--- src/rtl/uart_tx_cfg.sv ---
// Parameterised UART transmitter: start bit, DATA_BITS data bits LSB first,
// optional odd/even parity and STOP_BITS stop bits, each CLK_PER_BIT clocks long.
module uart_tx_cfg #(
    parameter int DATA_BITS   = 8,
    parameter int PARITY      = 0,
    parameter int STOP_BITS   = 1,
    parameter int CLK_PER_BIT = 8
) (
    input  logic                 clk,
    input  logic                 rst_n,
    input  logic [DATA_BITS-1:0] data,
    input  logic                 valid,
    output logic                 ready,
    output logic                 busy,
    output logic                 done,
    output logic                 serial
);

    localparam int CNT_W = $clog2(CLK_PER_BIT);
    localparam int IDX_W = $clog2(DATA_BITS);

    localparam logic [CNT_W-1:0] CNT_LAST  = CNT_W'(CLK_PER_BIT - 1);
    localparam logic [IDX_W-1:0] DATA_LAST = IDX_W'(DATA_BITS - 1);
    localparam logic [IDX_W-1:0] STOP_LAST = IDX_W'(STOP_BITS - 1);

    if (DATA_BITS < 5 || DATA_BITS > 9) begin : g_bad_data_bits
        $error("uart_tx_cfg: DATA_BITS must be in 5..9");
    end
    if (PARITY < 0 || PARITY > 2) begin : g_bad_parity
        $error("uart_tx_cfg: PARITY must be 0, 1 or 2");
    end
    if (STOP_BITS < 1 || STOP_BITS > 2) begin : g_bad_stop_bits
        $error("uart_tx_cfg: STOP_BITS must be 1 or 2");
    end
    if (CLK_PER_BIT < 2) begin : g_bad_clk_per_bit
        $error("uart_tx_cfg: CLK_PER_BIT must be >= 2");
    end

    typedef enum logic [2:0] {
        S_IDLE,
        S_START,
        S_DATA,
        S_PARITY,
        S_STOP
    } state_t;

    state_t               r_state, w_state_nxt;
    logic [CNT_W-1:0]     r_cnt, w_cnt_nxt;
    logic [IDX_W-1:0]     r_idx, w_idx_nxt;
    logic [DATA_BITS-1:0] r_shift, w_shift_nxt;
    logic                 r_par, w_par_nxt;
    logic                 r_serial, w_serial_nxt;
    logic                 r_done, w_done_nxt;
    logic                 w_bit_end;

    assign w_bit_end = (r_cnt == CNT_LAST);

    always_ff @(posedge clk or negedge rst_n) begin
        if (!rst_n) begin
            r_state  <= S_IDLE;
            r_cnt    <= '0;
            r_idx    <= '0;
            r_shift  <= '0;
            r_par    <= 1'b0;
            r_serial <= 1'b1;
            r_done   <= 1'b0;
        end else begin
            r_state  <= w_state_nxt;
            r_cnt    <= w_cnt_nxt;
            r_idx    <= w_idx_nxt;
            r_shift  <= w_shift_nxt;
            r_par    <= w_par_nxt;
            r_serial <= w_serial_nxt;
            r_done   <= w_done_nxt;
        end
    end

    // serial is registered, so each branch computes the level for the next bit
    // at the edge that closes the current one.
    always_comb begin
        w_state_nxt  = r_state;
        w_cnt_nxt    = w_bit_end ? '0 : r_cnt + CNT_W'(1);
        w_idx_nxt    = r_idx;
        w_shift_nxt  = r_shift;
        w_par_nxt    = r_par;
        w_serial_nxt = r_serial;
        w_done_nxt   = 1'b0;

        case (r_state)
            S_IDLE: begin
                w_cnt_nxt    = '0;
                w_idx_nxt    = '0;
                w_serial_nxt = 1'b1;
                if (valid) begin
                    w_shift_nxt  = data;
                    w_par_nxt    = (PARITY == 1) ? ~(^data) : (^data);
                    w_state_nxt  = S_START;
                    w_serial_nxt = 1'b0;
                end
            end
            S_START: begin
                if (w_bit_end) begin
                    w_state_nxt  = S_DATA;
                    w_serial_nxt = r_shift[0];
                end
            end
            S_DATA: begin
                if (w_bit_end) begin
                    if (r_idx == DATA_LAST) begin
                        w_idx_nxt = '0;
                        if (PARITY != 0) begin
                            w_state_nxt  = S_PARITY;
                            w_serial_nxt = r_par;
                        end else begin
                            w_state_nxt  = S_STOP;
                            w_serial_nxt = 1'b1;
                        end
                    end else begin
                        w_idx_nxt    = r_idx + IDX_W'(1);
                        w_shift_nxt  = r_shift >> 1;
                        w_serial_nxt = r_shift[1];
                    end
                end
            end
            S_PARITY: begin
                if (w_bit_end) begin
                    w_state_nxt  = S_STOP;
                    w_serial_nxt = 1'b1;
                end
            end
            S_STOP: begin
                w_serial_nxt = 1'b1;
                if (w_bit_end) begin
                    if (r_idx == STOP_LAST) begin
                        w_idx_nxt   = '0;
                        w_state_nxt = S_IDLE;
                        w_done_nxt  = 1'b1;
                    end else begin
                        w_idx_nxt = r_idx + IDX_W'(1);
                    end
                end
            end
            default: begin
                w_state_nxt  = S_IDLE;
                w_cnt_nxt    = '0;
                w_idx_nxt    = '0;
                w_serial_nxt = 1'b1;
            end
        endcase
    end

    assign ready  = (r_state == S_IDLE);
    assign busy   = ~ready;
    assign done   = r_done;
    assign serial = r_serial;

endmodule

--- config.mk ---
export PLATFORM = sky130hd
export DESIGN_NAME = uart_tx_cfg
export DESIGN_NICKNAME = d
export VERILOG_FILES = /design/src/rtl/uart_tx_cfg.sv
export SDC_FILE = /design/constraint.sdc
export NUM_CORES = 1
export LEC_CHECK = 0
export CAP_MARGIN = 5
export CELL_PAD_IN_SITES_DETAIL_PLACEMENT = 1
export CELL_PAD_IN_SITES_GLOBAL_PLACEMENT = 1
export CORE_MARGIN = 2
export CORE_UTILIZATION = 37
export CTS_CLUSTER_SIZE = 40
export DETAILED_ROUTE_END_ITERATION = 10
export PLACE_DENSITY_LB_ADDON = 0.1
export SLEW_MARGIN = 25
export SYNTH_ARGS = -nofsm -noshare
export SYNTH_HDL_FRONTEND = slang
export SYNTH_SLANG_ARGS = --single-unit
--- constraint.sdc ---
create_clock -name clk -period 1.66 [get_ports clk]
set_input_delay 0.249 -clock clk [delete_from_list [all_inputs] [get_ports clk]]
set_output_delay 0.249 -clock clk [all_outputs]
set_load 0.005 [all_outputs]
==> flow_metrics.env <==
export IMPL_path_clk_slew_ns=0.12
export IMPL_synth_edf_count=0
export IMPL_root_buffer="clkbuf_4"
export IMPL_p_leak_nw=0.679
export IMPL_synth_seq_cells=19
export IMPL_die_y_um=58.2
export IMPL_worstMarginPinSlew_ns=0.267
export IMPL_synth_nets=129
export IMPL_clock_path_buffers=2
export IMPL_critPathMaxFanout=16
export IMPL_skew_ns=0.00651
export IMPL_power_density_mw_per_mm2=513
export IMPL_io_pins=15
export IMPL_drv_cap=0
export IMPL_fin_crit_ns=1.64
export IMPL_worst_setup_path_end_kind="flop"
export IMPL_drc_errors=0
export IMPL_insertedDiodeCount=0
export IMPL_netlist_instances=112
export IMPL_mostFrequentLayoutCell="buf_4"
export IMPL_max_freq_ghz=0.609
export IMPL_avgRoutedWirePerCell_um=15.1
export IMPL_hold_buffers=0
export IMPL_grt_pass1_wl_mm=4.57
export IMPL_setup_viol=0
export IMPL_fin_crit_sh_pct=98.8
export IMPL_antenna_found_initial=0
export IMPL_cts_tree="yes"
export IMPL_initial_core_util_pct=39.1
export IMPL_hold_viol_final=0
export IMPL_cts_buffers=3
export IMPL_detail_route_first_pass_iterations=2
export IMPL_synth_warnings=0
export IMPL_worstReg2RegStart="r_idx[1]"
export IMPL_rows=19
export IMPL_async_reset_ff_share_pct=100
export IMPL_dieArea_mm2=0.00339
export IMPL_ant_nets=0
export IMPL_ys_seq_area_share_pct=43.8
export IMPL_coreArea_mm2=0.00278
export IMPL_status="completed"
export IMPL_grt_pass1_vias=1033
export IMPL_dp_hpwl_mm=1.96
export IMPL_start_kind="flop"
export IMPL_numClockSinks=19
export IMPL_max_slew_margin_pct=81.9
export IMPL_cts_htree_levels=1
export IMPL_final_core_util_pct=53.2
export IMPL_final_cell_area_mm2=0.00148
export IMPL_crit_required_ns=1.86
export IMPL_crit_start="r_idx[1]"
export IMPL_nets=162
export IMPL_finalPower_uw=758
export IMPL_io_buffers=14
export IMPL_synth_flop_cell="dfrtp_1"
export IMPL_final_cell_mix="buf_4, dfrtp_1, nand2_1"
export IMPL_grt_max_degree=20
export IMPL_drive_gt1_share_pct=28.5
export IMPL_drt_iter0_markers=17
export IMPL_finalWirelength_mm=2.65
export IMPL_grt_overflow=0
export IMPL_post_drt_via_cell_ratio=5.40
export IMPL_gp_congestion=0.851
export IMPL_die_w_um=58.2
export IMPL_max_vdd_ir_drop_mv=0.397
export IMPL_syn_avg_cell_area_um2=9.72
export IMPL_ys_types=35
export IMPL_via_count=945
export IMPL_critPathArrivalTime_ns=1.84
export IMPL_synthesis_area_mm2=0.00109
export IMPL_fin_setup_tns_ns=0
export IMPL_clkLatencyLatePin_ns=0.31
export IMPL_area_delta_synth_final_pct=35.9
export IMPL_place_area_mm2=0.00137
export IMPL_final_max_slew_viol_count=0
export IMPL_hold_class="in -> async"
export IMPL_rsz0062_at_grt="yes"
export IMPL_grt_usage_pct=17.7
export IMPL_critical_path_class="reg -> reg"
[per-stage QoR]
| stage | hold WS [ns] | instances | setup slack, ns |
|---|---|---|---|
| after global routing | 0.276 | 175 | -0.0569 |
| after detailed placement | 0.435 | 167 | -0.0333 |
| after global placement | 0.421 | 167 | -0.0349 |
| after floorplan | -0.0466 | 112 | 0.0131 |
| after CTS | 0.261 | 174 | -0.00189 |
| final | 0.263 | 175 | 0.0192 |
[state kept, by name, summed over array words and instances (netlist names)]
register and flops:
r_shift 8, r_cnt 3, r_idx 3, r_state 3, done 1, serial 1
[power by group]
part | switching [mW] | internal (mW) | leakage (nW)
clock network | 0.155 | 0.0900 | 0.0177
registers | 0.00258 | 0.467 | 0.236
logic | 0.0158 | 0.0277 | 0.425
[kinds of logic after synthesis]
kind of cell	after synthesis	synth area share (%)
adder cells (fa/ha/maj)	6	6.90
AO/OA/AOI/OAI	30	18.3
AND/OR/NAND/NOR	37	18.5
XOR/XNOR	1	0.805
multiplexers	7	6.44
flip-flops	19	43.8
buffers and inverters	12	5.29
[metal layers]
metal / GRT usage [%] / wire length [µm] / vias up
met4: 7.97 / 70 / 0
met1: 20.8 / 1180 / 466
li1: - / - / 460
met5: 0 / 0 / -
met2: 32.0 / 1330 / 12
met3: 2.23 / 70 / 7
[Yosys cell counts, types with 2 or more instances]
cell type  number  area, µm²
nand2_1        17       63.8
and2_1          2       12.5
o21ai_1        11       55.1
nor2_4          2       22.5
o21ai_2         2       17.5
o2111ai_1       2       17.5
a21oi_1         3       15.0
nor2b_1         3       18.8
mux2i_1         7       70.1
ha_1            6       75.1
nand3b_1        3       22.5
nand2b_1        2       12.5
nor2_1          2       7.51
nor3_1          2       10.0
nor3b_1         2       15.0
dfrtp_1        18        450
o22ai_1         2       12.5
inv_1           5       18.8
a22oi_1         2       15.0
buf_2           4       20.0
[worst paths after layout]
| path | end | slack [ns] | cells after the start |
|---|---|---|---|
| max | r_shift[6] | 0.02 | 7 |
| min | r_shift[0] | 0.26 | 2 |
| max reg2reg | r_shift[6] | 0.02 | 7 |
| min reg2reg | r_cnt[0] | 0.45 | 1 |
| max in group asynchronous | serial | 1.13 | 2 |
| min in group clk | r_cnt[0] | 0.45 | 1 |
[layout make-up]
class	count	area (µm²)
Fill cell	320	1300
Clock inverter	1	5.00
Timing Repair Buffer	34	304
Clock buffer	3	22.5
Inverter	6	22.5
Sequential cell	19	479
Tap cell	31	38.8
Multi-Input combinational cell	81	607
[repair_timing]
| item | 4_1_cts | 5_1_grt |
|---|---|---|
| setup buffers | 3 | 1 |
| endpoints found under the setup margin | 11 | 13 |
| gates resized for setup | 8 | 8 |
| pin swaps | 0 | 5 |
[critical path, cell delays in order (launching register included)]
cell,delay [ns]
dfrtp_1,0.44
ha_4,0.19
ha_4,0.15
nand3b_1,0.16
a211o_1,0.30
buf_12,0.16
nand2_1,0.06
o21ai_1,0.06
(Power assumes the default switching activity.)
